**src/rtl/midi_msg_parser_if.sv**
```systemverilog
// rtl/midi_msg_parser_if.sv - byte-in / message-out bundle for the MIDI message parser
interface midi_msg_parser_if;
   logic [7:0] byte_in;
   logic       is_status;
   logic       byte_strobe;
   logic       msg_valid;
   logic [3:0] msg_type;
   logic [3:0] msg_channel;
   logic [6:0] msg_d1;
   logic [6:0] msg_d2;
   logic       rt_valid;
   logic [7:0] rt_byte;
   logic [7:0] drop_cnt;

   modport master (
      output byte_in, is_status, byte_strobe,
      input  msg_valid, msg_type, msg_channel, msg_d1, msg_d2,
      input  rt_valid, rt_byte, drop_cnt
   );

   modport slave (
      input  byte_in, is_status, byte_strobe,
      output msg_valid, msg_type, msg_channel, msg_d1, msg_d2,
      output rt_valid, rt_byte, drop_cnt
   );
endinterface

```
**src/rtl/midi_msg_parser.sv**
```systemverilog
// rtl/midi_msg_parser.sv - groups received MIDI bytes into channel messages with running status
// Optional: MIDI_NOTEON_V0_AS_OFF_EN rewrites note-on with zero velocity as note-off.
module midi_msg_parser #(
   parameter bit         OMNI      = 1'b1,
   parameter logic [3:0] LISTEN_CH = 4'd0
) (
   input  logic               sys_clk,
   input  logic               rst_n,
   midi_msg_parser_if.slave   bus
);

   typedef enum logic [1:0] {IDLE, WAIT_D1, WAIT_D2, SYSEX} state_t;

   state_t     r_state;
   state_t     w_next_state;
   logic       r_strobe_d;
   logic [7:0] r_run_status;
   logic [6:0] r_d1;
   logic [7:0] r_drop_cnt;
   logic       r_msg_valid;
   logic [3:0] r_msg_type;
   logic [3:0] r_msg_channel;
   logic [6:0] r_msg_d1;
   logic [6:0] r_msg_d2;
   logic       r_rt_valid;
   logic [7:0] r_rt_byte;

   logic       w_accept;
   logic       w_is_sys;
   logic       w_is_rt;
   logic       w_is_chan;
   logic       w_is_sysex;
   logic       w_is_common;
   logic       w_is_data;
   logic       w_one_data;
   logic       w_ch_ok;

   logic       w_complete;
   logic       w_load_run;
   logic       w_clear_run;
   logic       w_load_d1;
   logic       w_drop;
   logic       w_rt_pulse;
   logic [3:0] w_emit_type;
   logic [6:0] w_emit_d1;
   logic [6:0] w_emit_d2;

   // Only a rising strobe is a new byte; the strobe may stay high for several cycles.
   assign w_accept    = bus.byte_strobe & ~r_strobe_d;
   assign w_is_sys    = bus.is_status & (bus.byte_in[7:4] == 4'hF);
   assign w_is_rt     = bus.is_status & (bus.byte_in[7:3] == 5'h1F);
   assign w_is_chan   = bus.is_status & ~w_is_sys;
   assign w_is_sysex  = w_is_sys & (bus.byte_in[3:0] == 4'h0);
   assign w_is_common = w_is_sys & ~w_is_rt & ~w_is_sysex;
   assign w_is_data   = ~bus.is_status;
   assign w_one_data  = (r_run_status[7:5] == 3'b110);
   assign w_ch_ok     = OMNI || (r_run_status[3:0] == LISTEN_CH);

   always_ff @(posedge sys_clk or negedge rst_n) begin
      if (!rst_n) begin
         r_state <= IDLE;
      end else begin
         r_state <= w_next_state;
      end
   end

   always_comb begin
      w_next_state = r_state;
      if (w_accept) begin
         if (w_is_rt) begin
            w_next_state = r_state;
         end else if (w_is_chan) begin
            w_next_state = WAIT_D1;
         end else if (w_is_sysex) begin
            w_next_state = SYSEX;
         end else if (w_is_common) begin
            w_next_state = IDLE;
         end else begin
            case (r_state)
               WAIT_D1: if (!w_one_data) w_next_state = WAIT_D2;
               WAIT_D2: w_next_state = WAIT_D1;
               default: w_next_state = r_state;
            endcase
         end
      end
   end

   always_comb begin
      w_complete  = 1'b0;
      w_load_run  = 1'b0;
      w_clear_run = 1'b0;
      w_load_d1   = 1'b0;
      w_drop      = 1'b0;
      w_rt_pulse  = 1'b0;
      w_emit_d1   = r_d1;
      w_emit_d2   = 7'd0;
      if (w_accept) begin
         w_rt_pulse  = w_is_rt;
         w_load_run  = w_is_chan;
         w_clear_run = w_is_sysex | w_is_common;
         if (w_is_data) begin
            case (r_state)
               WAIT_D1: begin
                  w_load_d1 = 1'b1;
                  if (w_one_data) begin
                     w_complete = 1'b1;
                     w_emit_d1  = bus.byte_in[6:0];
                  end
               end
               WAIT_D2: begin
                  w_complete = 1'b1;
                  w_emit_d2  = bus.byte_in[6:0];
               end
               IDLE:    w_drop = 1'b1;
               default: w_drop = 1'b0;
            endcase
         end
      end
`ifdef MIDI_NOTEON_V0_AS_OFF_EN
      w_emit_type = ((r_run_status[7:4] == 4'h9) && (w_emit_d2 == 7'd0)) ? 4'h8
                                                                          : r_run_status[7:4];
`else
      w_emit_type = r_run_status[7:4];
`endif
   end

   always_ff @(posedge sys_clk or negedge rst_n) begin
      if (!rst_n) begin
         r_strobe_d    <= 1'b1;
         r_run_status  <= 8'd0;
         r_d1          <= 7'd0;
         r_drop_cnt    <= 8'd0;
         r_msg_valid   <= 1'b0;
         r_msg_type    <= 4'd0;
         r_msg_channel <= 4'd0;
         r_msg_d1      <= 7'd0;
         r_msg_d2      <= 7'd0;
         r_rt_valid    <= 1'b0;
         r_rt_byte     <= 8'd0;
      end else begin
         r_strobe_d <= bus.byte_strobe;
         if (w_load_run) begin
            r_run_status <= bus.byte_in;
         end else if (w_clear_run) begin
            r_run_status <= 8'd0;
         end
         if (w_load_d1) begin
            r_d1 <= bus.byte_in[6:0];
         end
         if (w_drop && (r_drop_cnt != 8'hFF)) begin
            r_drop_cnt <= r_drop_cnt + 8'd1;
         end
         // Filtered channels still advance the state machine but never touch the outputs.
         r_msg_valid <= w_complete & w_ch_ok;
         if (w_complete && w_ch_ok) begin
            r_msg_type    <= w_emit_type;
            r_msg_channel <= r_run_status[3:0];
            r_msg_d1      <= w_emit_d1;
            r_msg_d2      <= w_emit_d2;
         end
         r_rt_valid <= w_rt_pulse;
         if (w_rt_pulse) begin
            r_rt_byte <= bus.byte_in;
         end
      end
   end

   assign bus.msg_valid   = r_msg_valid;
   assign bus.msg_type    = r_msg_type;
   assign bus.msg_channel = r_msg_channel;
   assign bus.msg_d1      = r_msg_d1;
   assign bus.msg_d2      = r_msg_d2;
   assign bus.rt_valid    = r_rt_valid;
   assign bus.rt_byte     = r_rt_byte;
   assign bus.drop_cnt    = r_drop_cnt;

endmodule

```
**src/flat_wrapper.sv**
```systemverilog
// flat-port wrapper written by rule: the top's interface ports become plain ports
module midi_msg_parser_flat 
#(
   parameter bit         OMNI      = 1'b1,
   parameter logic [3:0] LISTEN_CH = 4'd0
)
  (sys_clk, rst_n, bus_byte_in, bus_is_status, bus_byte_strobe, bus_msg_valid, bus_msg_type, bus_msg_channel, bus_msg_d1, bus_msg_d2, bus_rt_valid, bus_rt_byte, bus_drop_cnt);
  midi_msg_parser_if bus_i ();
  input  logic sys_clk;
  input  logic rst_n;
  input wire logic [$bits(bus_i.byte_in)-1:0] bus_byte_in;
  input wire logic [$bits(bus_i.is_status)-1:0] bus_is_status;
  input wire logic [$bits(bus_i.byte_strobe)-1:0] bus_byte_strobe;
  output wire logic [$bits(bus_i.msg_valid)-1:0] bus_msg_valid;
  output wire logic [$bits(bus_i.msg_type)-1:0] bus_msg_type;
  output wire logic [$bits(bus_i.msg_channel)-1:0] bus_msg_channel;
  output wire logic [$bits(bus_i.msg_d1)-1:0] bus_msg_d1;
  output wire logic [$bits(bus_i.msg_d2)-1:0] bus_msg_d2;
  output wire logic [$bits(bus_i.rt_valid)-1:0] bus_rt_valid;
  output wire logic [$bits(bus_i.rt_byte)-1:0] bus_rt_byte;
  output wire logic [$bits(bus_i.drop_cnt)-1:0] bus_drop_cnt;
  assign bus_i.byte_in = bus_byte_in;
  assign bus_i.is_status = bus_is_status;
  assign bus_i.byte_strobe = bus_byte_strobe;
  assign bus_msg_valid = bus_i.msg_valid;
  assign bus_msg_type = bus_i.msg_type;
  assign bus_msg_channel = bus_i.msg_channel;
  assign bus_msg_d1 = bus_i.msg_d1;
  assign bus_msg_d2 = bus_i.msg_d2;
  assign bus_rt_valid = bus_i.rt_valid;
  assign bus_rt_byte = bus_i.rt_byte;
  assign bus_drop_cnt = bus_i.drop_cnt;
  midi_msg_parser #(.OMNI(OMNI), .LISTEN_CH(LISTEN_CH)) u_core (.sys_clk(sys_clk), .rst_n(rst_n), .bus(bus_i));
endmodule
```
**config.mk**
```make
export PLATFORM = sky130hd
export DESIGN_NAME = midi_msg_parser_flat
export DESIGN_NICKNAME = d
export VERILOG_FILES = /design/src/rtl/midi_msg_parser_if.sv /design/src/rtl/midi_msg_parser.sv /design/src/flat_wrapper.sv
export SDC_FILE = /design/constraint.sdc
export NUM_CORES = 1
export LEC_CHECK = 0
export CORE_ASPECT_RATIO = 0.7
export CORE_MARGIN = 1.5
export CORE_UTILIZATION = 30
export CTS_CLUSTER_SIZE = 12
export DETAILED_ROUTE_END_ITERATION = 10
export MAX_ROUTING_LAYER = met4
export PLACE_DENSITY = 0.55
export SLEW_MARGIN = 0
export SYNTH_ARGS = -nofsm -noshare
export SYNTH_HDL_FRONTEND = slang
export SYNTH_SLANG_ARGS = --single-unit
```
**constraint.sdc**
```tcl
create_clock -name sys_clk -period 2.46 [get_ports sys_clk]
set_clock_uncertainty 0.15 [all_clocks]
set_input_delay 0.369 -clock sys_clk [delete_from_list [all_inputs] [get_ports sys_clk]]
set_output_delay 0.369 -clock sys_clk [all_outputs]
set_load 0.05 [all_outputs]
```
==> results.toml <==
[setup_path]
crit_required_ns = 1.94
cp.buffers_inverters = 1
cp_cell_sequence = "clkdlybuf4s50_1"
critPathArrivalTime_ns = 1.59
cp.depth = 1
start_kind = "register"
crit_slowest_cell = "clkdlybuf4s50_1"
slowest_delay_ns = 0.84
cp_top_family = "buffers and inverters"
r2r_cells = 6
end_kind = "output port"
ff2ff_setup_slack_ns = 0.43
critical_path_class = "reg2out"
path_max_fanout = 6

[clocking]
cts_buffer_depth = 2
h-tree-depth = 3
clock_sinks = 58
clockRootBuffer = "clkbuf_16"
clkSlewWorstSetupHoldPaths_ns = 0.05
clock_latency_ns = 0.32
cts_tree = "done"
cts_buffers = 9

[logic_synthesis]
ys_ff_latch = 58
synth_ff_type = "dfrtp_1"
synth-edff-count = 0
synth.top_cell.area_share = 0.587
synth_area_leaders = "dfrtp_1 59%, mux2_2 7.9%, nand2_1 3.9%"
yosysUniqueCellTypes = 39
async_flop_share = 1.00
syn-cell-area_sq_um = 2430
synth_warnings = 0
yosysTopAreaCell = "dfrtp_1"
synthCells = 195
ys_seq_area_frac = 0.598
synth_nets = 211
synth.avg_cell_area_sq_um = 12.5

[sta]
fin_crit_sh = 0.856
slew-limit-headroom = 0.590
tightest_slew_ns = 0.615
final-setup-viol-count = 0
hold_viol = 0
grt_setup_unrepaired = "no"
max_clock_freq_mhz = 475
min_period_ns = 2.11
drv_slew = 0
setup_tns_ns = 0

[min_path]
whs_path_depth = 1
hold_class = "reg2reg"

[drt]
routed_wl_um = 5440
first_pass_iters = 4
dr_total_vias = 1722
drc_errors = 0
drtIter0Drc = 69
viasPerCell = 4.70
wl_per_cell_um = 14.8
antenna_left = 0

[layout]
diodes = 0
nets = 276
multi_input_area_sq_um = 911
n_fill_cell = 773
area_delta_synth_final_pct = 43.4
drive_above_1_share = 0.189
seq_area_sq_um = 1450

[global_routing]
grt_pass1_vias = 1734
grt_max_degree = 34
grt_pass1_wl_um = 9290
grt-ovfl-total = 0
grt_usage = 0.144
antenna_found_initial = 0

[pwr]
power_density_nw_per_um2 = 1270
ir_worst_vdd_mv = 0.590
p_total_mw = 4.43
p_leak_nw = 1.56

[floorplanning]
fp.dieW_um = 111
die_y_um = 78.3
coreArea_sq_um = 7870
die-area_sq_um = 8650
rows = 27
pin_count = 52
start_util = 0.309

[run_status]
status = "finished, final reports clean"

[placed_design]
globalplace.congestion = 0.842
port_buffers = 51
dp_hpwl_um = 3880

[flow_run]
drv_cap = 0
-- power breakdown --
| part | switching (mW) | internal, mW |
|---|---|---|
| clock network | 0.411 | 1.12 |
| logic | 0.946 | 0.562 |
| registers | 0.166 | 1.23 |
-- sequential cells by signal, indices dropped and copies added, names as in the netlist --
register and cells:
u_core.bus.drop_cnt 8, u_core.bus.msg_channel 4, u_core.bus.msg_d1 7, u_core.bus.msg_d2 7, u_core.bus.msg_type 4, u_core.bus.msg_valid 1, u_core.bus.rt_byte 8, u_core.bus.rt_valid 1
u_core.r_d1 7, u_core.r_run_status 8, u_core.r_state 2, u_core.r_strobe_d 1
-- metrics by stage --
stage	worst slack, ns	area (sq um)	hold slack (ns)	instances	utilization
6_report	0.353	3480	0.314	366	0.443
5_1_grt	0.271	3480	0.338	366	0.443
4_1_cts	0.330	3480	0.324	366	0.443
3_5_place_dp	0.175	3110	0.269	349	0.395
3_3_place_gp	0.200	3110	0.269	349	0.395
2_1_floorplan	0.546	2430	-0.0766	195	-
-- final timing paths --
path	startpoint	to
hold reg to reg	u_core.bus.rt_byte[3]	u_core.bus.rt_byte[3]
min in group asynchronous	rst_n	u_core.bus.msg_channel[1]
setup / recovery	u_core.bus.drop_cnt[3]	bus_drop_cnt[3]
hold / removal	u_core.bus.rt_byte[3]	u_core.bus.rt_byte[3]
setup reg to reg	u_core.r_state[1]	u_core.bus.msg_channel[3]
max in group asynchronous	rst_n	u_core.r_strobe_d
-- synthesized netlist by cell type (2+ instances only) --
master	instances
inv_1	6
buf_2	4
ha_1	4
a21oi_1	2
and4_1	2
nor2_1	3
xnor2_1	4
nand2b_1	6
a22oi_1	8
nand2_1	25
mux2_4	3
dfrtp_1	57
a22o_1	8
nand3_1	3
o21ai_0	15
and2_1	3
mux2_2	17
clkbuf_1	2
nand4_1	3
-- worst register-to-register path, stage by stage, from the launching register on --
cell and delay [ns]:
dfrtp_1 0.37, inv_1 0.07, ha_1 0.21, and4b_1 0.26, o211ai_4 0.28, buf_4 0.23
mux2_2 0.34
-- routing by layer --
layer	vias up	GRT usage	wire length, um
met3	4	0.0471	274
met5	-	-	0
li1	822	-	-
met2	52	0.184	2150
met1	844	0.210	2970
met4	0	0.0462	40
-- cell type report --
class	instances	share of cell area
Sequential cell	58	0.417
Clock inverter	5	0.0359
Timing Repair Buffer	62	0.173
Clock buffer	11	0.0697
Tap cell	101	0.0363
Multi-Input combinational cell	123	0.261
Inverter	6	0.00647
-- what timing repair did --
item	CTS	global route
buffers inserted	0	0
gates resized for setup	0	0
hold buffers	1	0
endpoints found under the setup margin	0	0
endpoints found under the hold margin	25	0
-- logic make-up (layout without fill, tap and decap cells) --
| kind of cell | count (synthesis) | in the layout | synth area share |
|---|---|---|---|
| AOI/OAI and AO/OA | 41 | 41 | 0.119 |
| xor gates and xnor gates | 5 | 5 | 0.0180 |
| adders and majority gates | 4 | 4 | 0.0206 |
| buffers and inverters | 14 | 84 | 0.0268 |
| DFF | 58 | 58 | 0.598 |
| muxes | 20 | 20 | 0.0974 |
| and+or+nand+nor | 53 | 53 | 0.121 |
-- cell usage in the layout, fill, tap and decap left out, types with 3 or more instances in the layout --
cell / netlist / routed
a22o_1: 8 / 8
a22oi_1: 8 / 8
and2_1: 3 / 3
buf_4: 0 / 9
bufinv_16: 0 / 4
clkbuf_16: 0 / 9
clkdlybuf4s50_1: 0 / 50
dfrtp_1: 57 / 57
ha_1: 4 / 4
inv_1: 6 / 6
mux2_2: 17 / 17
mux2_4: 3 / 3
nand2_1: 25 / 25
nand2b_1: 6 / 6
nand3_1: 3 / 3
nand4_1: 3 / 3
nor2_1: 3 / 3
o21ai_0: 15 / 15
xnor2_1: 4 / 4
Power figures use the tool's default switching activity.
